`src/rtl/nibble_serial_adder_ctrl_if.sv`:
```
// nibble_serial_adder_ctrl_if
// Bundles the request/operand/result signals of the nibble-serial adder.
//   start      : request to begin an addition (master -> slave)
//   A, B       : operands, 4*NIBBLES bits each (master -> slave)
//   busy       : operation in progress (slave -> master)
//   done       : one-cycle pulse, Sum first valid (slave -> master)
//   Sum        : registered result, MSB is the final carry (slave -> master)
interface nibble_serial_adder_ctrl_if #(
    parameter int NIBBLES = 4
);
    logic                   start;
    logic [4*NIBBLES-1:0]   A;
    logic [4*NIBBLES-1:0]   B;
    logic                   busy;
    logic                   done;
    logic [4*NIBBLES:0]     Sum;

    modport master (
        output start, A, B,
        input  busy, done, Sum
    );

    modport slave (
        input  start, A, B,
        output busy, done, Sum
    );
endinterface

```
`src/rtl/nibble_serial_adder_ctrl.sv`:
```
// nibble_serial_adder_ctrl
// Adds two unsigned 4*NIBBLES-bit operands one nibble per clock through a
// single shared 4-bit adder. An accepted start captures the operands, NIBBLES
// RUN cycles ripple the carry from the least significant slice upward, and a
// single DONE cycle presents the new result with a done pulse.
// Ports:
//   clk   : single clock, rising edge
//   rst_n : asynchronous active-low reset
//   bus   : slave side of nibble_serial_adder_ctrl_if (start, A, B in;
//           busy, done, Sum out)
module nibble_serial_adder_ctrl #(
    parameter int NIBBLES = 4
) (
    input  logic                        clk,
    input  logic                        rst_n,
    nibble_serial_adder_ctrl_if.slave   bus
);
    localparam int W     = 4 * NIBBLES;
    localparam int IDX_W = $clog2(NIBBLES);
    localparam logic [IDX_W-1:0] LAST_IDX = IDX_W'(NIBBLES - 1);

    typedef enum logic [1:0] {
        IDLE = 2'd0,
        RUN  = 2'd1,
        DONE = 2'd2
    } state_t;

    state_t             state_reg, state_next;
    logic [W-1:0]       a_reg, b_reg, work_reg;
    logic [W-1:0]       work_next;
    logic               carry_reg;
    logic [IDX_W-1:0]   idx_reg;
    logic [W:0]         sum_reg;

    logic               accept;
    logic               run_step;
    logic               last_step;

    logic [3:0]         a_slice [NIBBLES];
    logic [3:0]         b_slice [NIBBLES];
    logic [3:0]         a_sel, b_sel;
    logic [4:0]         slice_sum;

    // Slice views of the captured operands feeding the shared adder mux.
    genvar gi;
    generate
        for (gi = 0; gi < NIBBLES; gi++) begin : g_slice
            assign a_slice[gi] = a_reg[gi*4 +: 4];
            assign b_slice[gi] = b_reg[gi*4 +: 4];
            // Only the slice addressed by idx takes the adder output.
            assign work_next[gi*4 +: 4] = (run_step && (idx_reg == IDX_W'(gi)))
                                          ? slice_sum[3:0]
                                          : work_reg[gi*4 +: 4];
        end
    endgenerate

    assign a_sel     = a_slice[idx_reg];
    assign b_sel     = b_slice[idx_reg];
    assign slice_sum = {1'b0, a_sel} + {1'b0, b_sel} + {4'b0000, carry_reg};

    assign accept    = (state_reg == IDLE) && bus.start;
    assign run_step  = (state_reg == RUN);
    assign last_step = run_step && (idx_reg == LAST_IDX);

    // Next-state logic
    always_comb begin
        state_next = state_reg;
        case (state_reg)
            IDLE:    if (bus.start) state_next = RUN;
            RUN:     if (idx_reg == LAST_IDX) state_next = DONE;
            DONE:    state_next = IDLE;
            default: state_next = IDLE;
        endcase
    end

    always_ff @(posedge clk or negedge rst_n) begin
        if (!rst_n) begin
            state_reg <= IDLE;
        end else begin
            state_reg <= state_next;
        end
    end

    // Datapath registers
    always_ff @(posedge clk or negedge rst_n) begin
        if (!rst_n) begin
            a_reg     <= '0;
            b_reg     <= '0;
            work_reg  <= '0;
            carry_reg <= 1'b0;
            idx_reg   <= '0;
            sum_reg   <= '0;
        end else begin
            if (accept) begin
                a_reg     <= bus.A;
                b_reg     <= bus.B;
                carry_reg <= 1'b0;
                idx_reg   <= '0;
            end else if (run_step) begin
                work_reg  <= work_next;
                carry_reg <= slice_sum[4];
                idx_reg   <= idx_reg + 1'b1;
            end
            // The final slice and carry are folded in directly so Sum is
            // valid in the same cycle that DONE is entered.
            if (last_step) begin
                sum_reg <= {slice_sum[4], work_next};
            end
        end
    end

    assign bus.busy = (state_reg != IDLE);
    assign bus.done = (state_reg == DONE);
    assign bus.Sum  = sum_reg;
endmodule

```
`src/flat_wrapper.sv`:
```
// flat-port wrapper written by rule: the top's interface ports become plain ports
module nibble_serial_adder_ctrl_flat 
#(
    parameter int NIBBLES = 4
)
  (clk, rst_n, bus_start, bus_A, bus_B, bus_busy, bus_done, bus_Sum);
  nibble_serial_adder_ctrl_if #(.NIBBLES(NIBBLES)) bus_i ();
  input  logic clk;
  input  logic rst_n;
  input wire logic [$bits(bus_i.start)-1:0] bus_start;
  input wire logic [$bits(bus_i.A)-1:0] bus_A;
  input wire logic [$bits(bus_i.B)-1:0] bus_B;
  output wire logic [$bits(bus_i.busy)-1:0] bus_busy;
  output wire logic [$bits(bus_i.done)-1:0] bus_done;
  output wire logic [$bits(bus_i.Sum)-1:0] bus_Sum;
  assign bus_i.start = bus_start;
  assign bus_i.A = bus_A;
  assign bus_i.B = bus_B;
  assign bus_busy = bus_i.busy;
  assign bus_done = bus_i.done;
  assign bus_Sum = bus_i.Sum;
  nibble_serial_adder_ctrl #(.NIBBLES(NIBBLES)) u_core (.clk(clk), .rst_n(rst_n), .bus(bus_i));
endmodule
```
`config.mk`:
```
export PLATFORM = sky130hd
export DESIGN_NAME = nibble_serial_adder_ctrl_flat
export DESIGN_NICKNAME = d
export VERILOG_FILES = /design/src/rtl/nibble_serial_adder_ctrl_if.sv /design/src/rtl/nibble_serial_adder_ctrl.sv /design/src/flat_wrapper.sv
export SDC_FILE = /design/constraint.sdc
export NUM_CORES = 1
export LEC_CHECK = 0
export ABC_AREA = 1
export BUFFER_PORTS_ARGS = -buffer_cell sky130_fd_sc_hd__buf_2
export CAP_MARGIN = 20
export CORE_ASPECT_RATIO = 1.75
export CORE_MARGIN = 2
export CORE_UTILIZATION = 40
export DETAILED_ROUTE_END_ITERATION = 7
export PLACE_DENSITY = 0.67
export SLEW_MARGIN = 20
export SYNTH_ARGS = -nofsm -noshare
export SYNTH_HDL_FRONTEND = slang
export SYNTH_SLANG_ARGS = --single-unit
```
`constraint.sdc`:
```
create_clock -name clk -period 2.76 [get_ports clk]
set_clock_uncertainty 0.1 [all_clocks]
set_input_delay 0.552 -clock clk [delete_from_list [all_inputs] [get_ports clk]]
set_output_delay 0.552 -clock clk [all_outputs]
set_load 0.05 [all_outputs]
```
==> results.sh, run 1 <==
export IMPL_cts_tree="built"
export IMPL_crit_path_top_delay_cell="fa_1"
export IMPL_viasPerCell=4.88
export IMPL_grt_total_usage=0.176
export IMPL_switchingPower_mw=2.47
export IMPL_nFillCells=726
export IMPL_synth_distinct_cells=22
export IMPL_port_buffers=53
export IMPL_hold_viol_final=0
export IMPL_setup_slack_ns=0.213
export IMPL_numCtsBuffers=9
export IMPL_core_area_um2=7180
export IMPL_avgSynthCellArea_um2=8.53
export IMPL_hold_path_class="in -> async"
export IMPL_path_class="reg -> reg"
export IMPL_grt_overflow=0
export IMPL_grt_pass1_wl_um=11200
export IMPL_ys_ff_latch=66
export IMPL_crit_path_start_kind="register"
export IMPL_crit_fanout=12
export IMPL_drtPass1Iterations=5
export IMPL_finalSetupTns_ns=0
export IMPL_fin_crit_sh=0.923
export IMPL_num_rows=41
export IMPL_met3_length_um=292
export IMPL_power_density_nw_per_um2=1500
export IMPL_fp_dieW_um=69.1
export IMPL_seq_area_frac_synth=0.556
export IMPL_first_iter_violations=168
export IMPL_seqPwrFrac=0.307
export IMPL_cp_arrival_ns=2.72
export IMPL_netlist_top_cells_area="dfrtp_1 56%, nand2_1 21%, o21ai_0 4.2%"
export IMPL_synthCells=348
export IMPL_worstMarginPinSlew_ns=0.469
export IMPL_irDropWorstVdd_mv=0.844
export IMPL_clkPwrFrac=0.203
export IMPL_area_growth_pct=21.9
export IMPL_crit_chain="clkinvlp_4, o21ai_0, o22ai_1, fa_1, fa_1, inv_1, o21ai_0, nand2_1, nand2_1"
export IMPL_critPathMaxStageDelay_ns=0.53
export IMPL_clkLatencyLatePin_ns=0.33
export IMPL_power_frac_comb=0.490
export IMPL_cts_setup_buffers=0
export IMPL_multi_input_area_um2=1190
export IMPL_wl_met1_um=2640
export IMPL_cts_htree_levels=3
export IMPL_slew_violations=0
export IMPL_ctsHoldBuffers=0
export IMPL_netlist_area_um2=2970
export IMPL_p_sw_frac=0.455
export IMPL_endpoint_kind="register"
export IMPL_cts_repair_resized=0
export IMPL_num_io_pins=54
export IMPL_wl_um=6650
export IMPL_p_leak_nw=1.98
export IMPL_dp_hpwl_um=4780
export IMPL_fmax_mhz=393
export IMPL_synth_fp_nets=392
export IMPL_diodes=0
export IMPL_dp_slack_ns=0.176
export IMPL_grt_pass1_vias=2399
export IMPL_root_buffer="clkbuf_16"
export IMPL_top_layer="met4"
export IMPL_synth_top_area_share=0.556
export IMPL_cts_sinks=66
export IMPL_required_ns=2.93
export IMPL_drv_cap=0
export IMPL_drc=0
export IMPL_route_met2_wl_um=3520
export IMPL_rsz0062_at_grt="false"
export IMPL_drive_gt1_frac=0.212
export IMPL_yosys_warnings=0
export IMPL_period_minus_slack_ns=2.55
export IMPL_detail_route_antenna_nets=0
export IMPL_fin_util=0.504
export IMPL_rrSetupSlack_ns=0.21
export IMPL_fp_dieArea_um2=8150
export IMPL_setup_viol=0
export IMPL_die_height_um=118
export IMPL_regArea_um2=1650
export IMPL_nNetsFinal=450
export IMPL_internal_power_mw=2.96
export IMPL_place_congestion=0.786
export IMPL_antenna_found_initial=0
export IMPL_grt_max_degree=67
export IMPL_via_count=2418
export IMPL_max_slew_margin_rel=0.687
export IMPL_clkSlewWorstSetupHoldPaths_ns=0.05
export IMPL_outcome="complete, no violations"
export IMPL_clockBufferDepth=2
export IMPL_initial_core_util=0.413
export IMPL_wl_per_cell_um=13.4
export IMPL_largest_reg_flops=17
export IMPL_synth_top_area_cell="dfrtp_1"
-- cells by family after synthesis --
family / share of synthesized area
flip-flops: 0.556
AO/OA/AOI/OAI: 0.0649
adder cells (fa/ha/maj): 0.0430
buffers and inverters: 0.0438
XOR/XNOR: 0.00295
AND/OR/NAND/NOR: 0.289
-- cell type report --
| type | count | area share |
|---|---|---|
| clock buffers | 12 | 0.0681 |
| clock inverters | 3 | 0.0111 |
| inverters | 16 | 0.0176 |
| multi-input cells | 255 | 0.330 |
| flip-flops and latches | 66 | 0.456 |
| well taps | 86 | 0.0297 |
| repair buffers | 58 | 0.0871 |
-- cell usage after synthesis (all sizes together) --
| library cell | number |
|---|---|
| o22ai | 8 |
| ha | 7 |
| or2 | 3 |
| nor2 | 20 |
| xor2 | 1 |
| and2 | 3 |
| clkinv | 2 |
| nand2 | 172 |
| o21bai | 1 |
| a21oi | 2 |
| fa | 2 |
| o21ai | 25 |
| nand3 | 11 |
| dfrtp | 66 |
| buf | 11 |
| inv | 14 |
-- per-layer routing --
| metal | global-route usage | vias to the layer above |
|---|---|---|
| met2 | 0.305 | 62 |
| met5 | 0 | - |
| li1 | - | 1206 |
| met3 | 0.0514 | 16 |
| met4 | 0.0809 | 0 |
| met1 | 0.196 | 1134 |
-- power by group through the flow --
| stage | Clock (mW) | Combinational [mW] | Sequential (mW) |
|---|---|---|---|
| floorplan | 0 | 1.62 | 1.98 |
| global placement | 0 | 2.51 | 1.68 |
| detailed placement | 0 | 2.60 | 1.68 |
| CTS | 1.12 | 2.63 | 1.67 |
| global route | 1.15 | 3.00 | 1.72 |
| finish | 1.10 | 2.66 | 1.67 |
-- stage by stage --
stage	cells	instance area [um^2]	power, mW	hold WS [ns]
after floorplan	348	2970	3.60	0.156
after global placement	481	3320	4.19	0.354
after detailed placement	481	3320	4.29	0.363
after CTS	496	3610	5.42	0.139
after global routing	496	3620	5.88	0.160
final	496	3620	5.44	0.127
-- worst max-delay path, delay by kind of cell (launching register included) --
kind	cells	cell delay, ns
fa+ha+maj	2	1.00
compound gates	3	0.55
flops	1	0.39
buf+inv	2	0.29
simple gates	2	0.16
-- placed cells by master, fill, tap and decap left out, types with 3 or more instances in the layout --
cell type	synthesis	final
nand2_2	3	3
or2_1	3	3
and2_1	3	3
buf_4	1	4
nand3_1	10	10
dfrtp_1	66	66
nor2_1	18	18
o21ai_0	25	24
inv_2	8	8
o22ai_1	8	8
buf_2	8	53
inv_1	6	6
ha_1	7	7
clkbuf_16	0	9
nand2_1	169	169
-- final timing paths --
path | startpoint | to | depth (start not counted)
min in group clk | bus_B[3] | u_core.b_reg[3] | 3
hold reg to reg | u_core.bus.Sum[14] | u_core.bus.Sum[14] | 2
setup / recovery | u_core.idx_reg[0] | u_core.bus.Sum[1] | 9
setup reg to reg | u_core.idx_reg[0] | u_core.bus.Sum[1] | 9
hold / removal | rst_n | u_core.bus.Sum[0] | 2
max in group asynchronous | rst_n | u_core.a_reg[5] | 2
(Power assumes the default switching activity.)
==> run 2: changes to the inputs <==
clock period = 2.35 ns   (was 2.76 ns; I/O delays follow)
==> results.sh, run 2 (synthesized netlist as in run 1, its figures left out) <==
export IMPL_die_height_um=118
export IMPL_fmax_mhz=448
export IMPL_via_count=2406
export IMPL_p_leak_nw=2.05
export IMPL_cp_arrival_ns=2.40
export IMPL_dp_hpwl_um=4930
export IMPL_slew_violations=0
export IMPL_grt_pass1_vias=2391
export IMPL_power_density_nw_per_um2=1760
export IMPL_largest_reg_flops=17
export IMPL_viasPerCell=4.75
export IMPL_crit_fanout=6
export IMPL_multi_input_area_um2=1230
export IMPL_outcome="complete, no violations"
export IMPL_antenna_found_initial=0
export IMPL_rsz0062_at_grt="true"
export IMPL_endpoint_kind="register"
export IMPL_wl_um=6580
export IMPL_initial_core_util=0.413
export IMPL_drc=0
export IMPL_setup_viol=0
export IMPL_max_slew_margin_rel=0.701
export IMPL_place_congestion=0.824
export IMPL_final_common_cell="nand2_1"
export IMPL_clkLatencyLatePin_ns=0.33
export IMPL_first_iter_violations=105
export IMPL_grt_overflow=0
export IMPL_nNetsFinal=460
export IMPL_fin_crit_sh=0.950
export IMPL_power_mw=6.64
export IMPL_irDropWorstVdd_mv=0.702
export IMPL_num_rows=41
export IMPL_dp_cells=486
export IMPL_drv_cap=0
export IMPL_detail_route_antenna_nets=0
export IMPL_crit_path_start_kind="register"
export IMPL_hold_path_class="in -> reg"
export IMPL_layout_common_cells="169 x nand2_1, 65 x dfrtp_1, 53 x buf_2"
export IMPL_finalInstanceArea_um2=3760
export IMPL_grt_max_degree=33
export IMPL_worstMarginPinSlew_ns=0.448
export IMPL_clkSlewWorstSetupHoldPaths_ns=0.06
export IMPL_diodes=0
export IMPL_hold_path_depth=3
export IMPL_fin_cells=507
export IMPL_root_buffer="clkbuf_16"
export IMPL_grt_pass1_wl_um=11100
export IMPL_cts_htree_levels=3
export IMPL_period_minus_slack_ns=2.23
export IMPL_required_ns=2.52
export IMPL_port_buffers=53
export IMPL_fp_dieW_um=69.1
export IMPL_area_growth_pct=26.8
export IMPL_nFillCells=701
export IMPL_regArea_um2=1650
export IMPL_grt_total_usage=0.175
export IMPL_fp_dieArea_um2=8150
export IMPL_numCtsBuffers=9
export IMPL_drtPass1Iterations=4
export IMPL_hold_viol_final=0
export IMPL_core_area_um2=7180
export IMPL_drive_gt1_frac=0.264
export IMPL_cts_tree="built"
export IMPL_placed_cell_area_um2=3380
export IMPL_clockBufferDepth=2
export IMPL_num_io_pins=54
export IMPL_path_class="reg -> reg"
export IMPL_wl_per_cell_um=13.0
export IMPL_finalSetupTns_ns=0
export IMPL_reg2reg_depth=9
export IMPL_cts_sinks=66
## run 2: per-stage QoR
step | util | hold WS, ns | setup slack [ns]
finish | 0.524 | 0.232 | 0.118
floorplan | - | 0.0744 | 0.0225
detailed placement | 0.471 | 0.337 | -0.0682
global route | 0.524 | 0.240 | -0.00209
CTS | 0.518 | 0.219 | -0.00827
global placement | 0.471 | 0.336 | 0.0309
## run 2: final timing paths
check / startpoint / endpoint / slack [ns]
max: u_core.idx_reg[0] / u_core.bus.Sum[5] / 0.12
min: bus_B[4] / u_core.b_reg[4] / 0.23
max reg2reg: u_core.idx_reg[0] / u_core.bus.Sum[5] / 0.12
min reg2reg: u_core.bus.Sum[4] / u_core.bus.Sum[4] / 0.37
max in group asynchronous: rst_n / u_core.b_reg[5] / 1.03
min in group asynchronous: rst_n / u_core.idx_reg[0] / 0.52
## run 2: worst max-delay path, stage by stage, from the launching register on
cell and delay [ns]:
dfrtp_2 0.44, buf_4 0.15, nor2_2 0.10, o22ai_2 0.09, fa_2 0.41, fa_2 0.55, inv_2 0.06, o21ai_2 0.14
nand2_1 0.06, nand2_1 0.06
## run 2: power breakdown
part	switching, mW	total (mW)	internal [mW]
registers	0.298	1.97	1.68
logic	2.18	3.32	1.14
clock network	0.473	1.34	0.872
total	2.95	6.64	3.69
## run 2: cell type report
class,count,area share
flip-flops and latches,66,0.439
clock buffers,11,0.0672
clock inverters,5,0.0140
inverters,16,0.0163
multi-input cells,255,0.327
well taps,86,0.0286
repair buffers,68,0.108
## run 2: timing repair
action / CTS / global route
buffers inserted: 3 / 1
pin swaps: 0 / 4
endpoints found under the setup margin: 8 / 20
endpoints found under the hold margin: 17 / 0
gates resized for setup: 1 / 14
hold buffers: 1 / 0
## run 2: per-layer routing
layer | wire [um] | GRT usage | vias to the layer above
met5 | 0 | 0 | -
met4 | 259 | 0.112 | 0
met3 | 279 | 0.0454 | 20
met2 | 3350 | 0.297 | 64
met1 | 2690 | 0.189 | 1096
li1 | - | - | 1226
==> run 3: changes to the inputs <==
PLACE_DENSITY = 0.7   (was 0.67)
==> results.sh, run 3 (synthesized netlist as in run 1, its figures left out) <==
export IMPL_fmax_mhz=450
export IMPL_root_buffer="clkbuf_16"
export IMPL_clkLatencyLatePin_ns=0.33
export IMPL_required_ns=2.53
export IMPL_viasPerCell=4.78
export IMPL_regArea_um2=1650
export IMPL_finalInstanceArea_um2=3760
export IMPL_antenna_found_initial=0
export IMPL_diodes=0
export IMPL_rrSetupSlack_ns=0.13
export IMPL_final_common_cell="nand2_1"
export IMPL_drtPass1Iterations=6
export IMPL_worstMarginPinSlew_ns=0.607
export IMPL_critPathMaxStageDelay_ns=0.46
export IMPL_grt_pass1_wl_um=11500
export IMPL_cp_arrival_ns=2.40
export IMPL_fp_dieW_um=69.1
export IMPL_critPathTopFamily="compound AO/OA/AOI/OAI gates"
export IMPL_setup_viol=0
export IMPL_first_iter_violations=131
export IMPL_placed_cell_area_um2=3380
export IMPL_drv_cap=0
export IMPL_grt_max_degree=33
export IMPL_power_mw=6.87
export IMPL_core_area_um2=7180
export IMPL_die_height_um=118
export IMPL_path_class="reg -> reg"
export IMPL_crit_path_start_kind="register"
export IMPL_area_growth_pct=26.6
export IMPL_wl_per_cell_um=13.4
export IMPL_hold_viol_final=0
export IMPL_irDropWorstVdd_mv=0.753
export IMPL_endpoint="u_core.bus.Sum[3]"
export IMPL_nFillCells=716
export IMPL_drc=0
export IMPL_fin_crit_sh=0.945
export IMPL_r2r_end="u_core.bus.Sum[3]"
export IMPL_drive_gt1_frac=0.247
export IMPL_crit_chain="inv_4, buf_4, nor2_1, o22ai_1, ha_4, a21oi_1, nand3_1, nand3_1, nand3_1, nand2_1"
export IMPL_place_congestion=0.840
export IMPL_nNetsFinal=456
export IMPL_fp_dieArea_um2=8150
export IMPL_critPathBufInv=2
export IMPL_via_count=2402
export IMPL_max_slew_margin_rel=0.596
export IMPL_power_density_nw_per_um2=1830
export IMPL_crit_path_top_delay_cell="dfrtp_2"
export IMPL_num_rows=41
export IMPL_r2r_start="u_core.idx_reg[0]"
export IMPL_fin_util=0.524
export IMPL_cts_setup_buffers=0
export IMPL_p_leak_nw=2.03
export IMPL_slew_violations=0
export IMPL_numCtsBuffers=9
export IMPL_port_buffers=53
export IMPL_grt_overflow=0
export IMPL_crit_fanout=9
export IMPL_multi_input_area_um2=1230
export IMPL_path_common_cell="nand3_1"
export IMPL_clockBufferDepth=2
export IMPL_largest_reg_flops=17
export IMPL_cts_tree="built"
export IMPL_layout_common_cells="169 x nand2_1, 65 x dfrtp_1, 53 x buf_2"
export IMPL_dp_hpwl_um=4920
export IMPL_cts_htree_levels=3
export IMPL_endpoint_kind="register"
export IMPL_detail_route_antenna_nets=0
export IMPL_grt_total_usage=0.180
export IMPL_grt_pass1_vias=2439
export IMPL_num_io_pins=54
export IMPL_wl_um=6740
export IMPL_hold_path_class="in -> async"
export IMPL_cp_depth=10
export IMPL_reg2reg_depth=10
export IMPL_startpoint="u_core.idx_reg[0]"
export IMPL_cts_sinks=66
export IMPL_clkSlewWorstSetupHoldPaths_ns=0.05
export IMPL_outcome="complete, no violations"
export IMPL_period_minus_slack_ns=2.22
export IMPL_initial_core_util=0.413
run 3: how the worst min path moves through the flow:
stage / start / end / slack [ns] / cells past startpoint
global placement: u_core.bus.Sum[12] / u_core.bus.Sum[12] / 0.35 / 2
finish: rst_n / u_core.state_reg[1] / 0.04 / 1
detailed placement: u_core.bus.Sum[13] / u_core.bus.Sum[13] / 0.36 / 2
CTS: rst_n / u_core.state_reg[1] / 0.06 / 1
global route: rst_n / u_core.bus.Sum[0] / 0.09 / 1
floorplan: rst_n / u_core.a_reg[0] / 0.07 / 0
run 3: worst reg2reg max path, cell delays in order (launching register included):
cell	delay [ns]
dfrtp_2	0.46
inv_4	0.10
buf_4	0.16
nor2_1	0.06
o22ai_1	0.36
ha_4	0.31
a21oi_1	0.16
nand3_1	0.15
nand3_1	0.14
nand3_1	0.09
nand2_1	0.07
run 3: per-stage QoR:
step | hold slack (ns) | instances | worst slack, ns | TNS [ns]
3_5_place_dp | 0.362 | 487 | -0.0858 | -0.352
2_1_floorplan | 0.0744 | 348 | 0.0225 | 0
3_3_place_gp | 0.354 | 487 | 0.0455 | 0
5_1_grt | 0.0913 | 503 | -0.0118 | -0.0118
6_report | 0.0416 | 503 | 0.129 | 0
4_1_cts | 0.0597 | 503 | 0.0267 | 0
run 3: where the power goes:
group	internal (mW)	leakage [nW]	switching, mW	total [mW]
clock	1.03	0.158	0.489	1.52
sequential	1.68	0.822	0.307	1.98
combinational	1.14	1.05	2.23	3.36
run 3: repair_timing:
action | in CTS | in global routing
hold buffers | 0 | 0
endpoints found under the setup margin | 6 | 21
pin swaps | 0 | 1
resized for setup | 5 | 11
run 3: layout make-up:
type                            count  share of cell area
Sequential cell                    66               0.440
Multi-Input combinational cell    255               0.328
Timing Repair Buffer               64              0.0958
Clock buffer                        9              0.0599
Clock inverter                      7              0.0313
Tap cell                           86              0.0286
Inverter                           16              0.0166
run 3: per-layer routing:
metal,track usage,vias to the layer above,part of all wire
li1,-,1214,-
met1,0.204,1120,0.40
met2,0.308,56,0.53
met3,0.0402,12,0.036
met4,0.100,0,0.028
met5,0,-,0
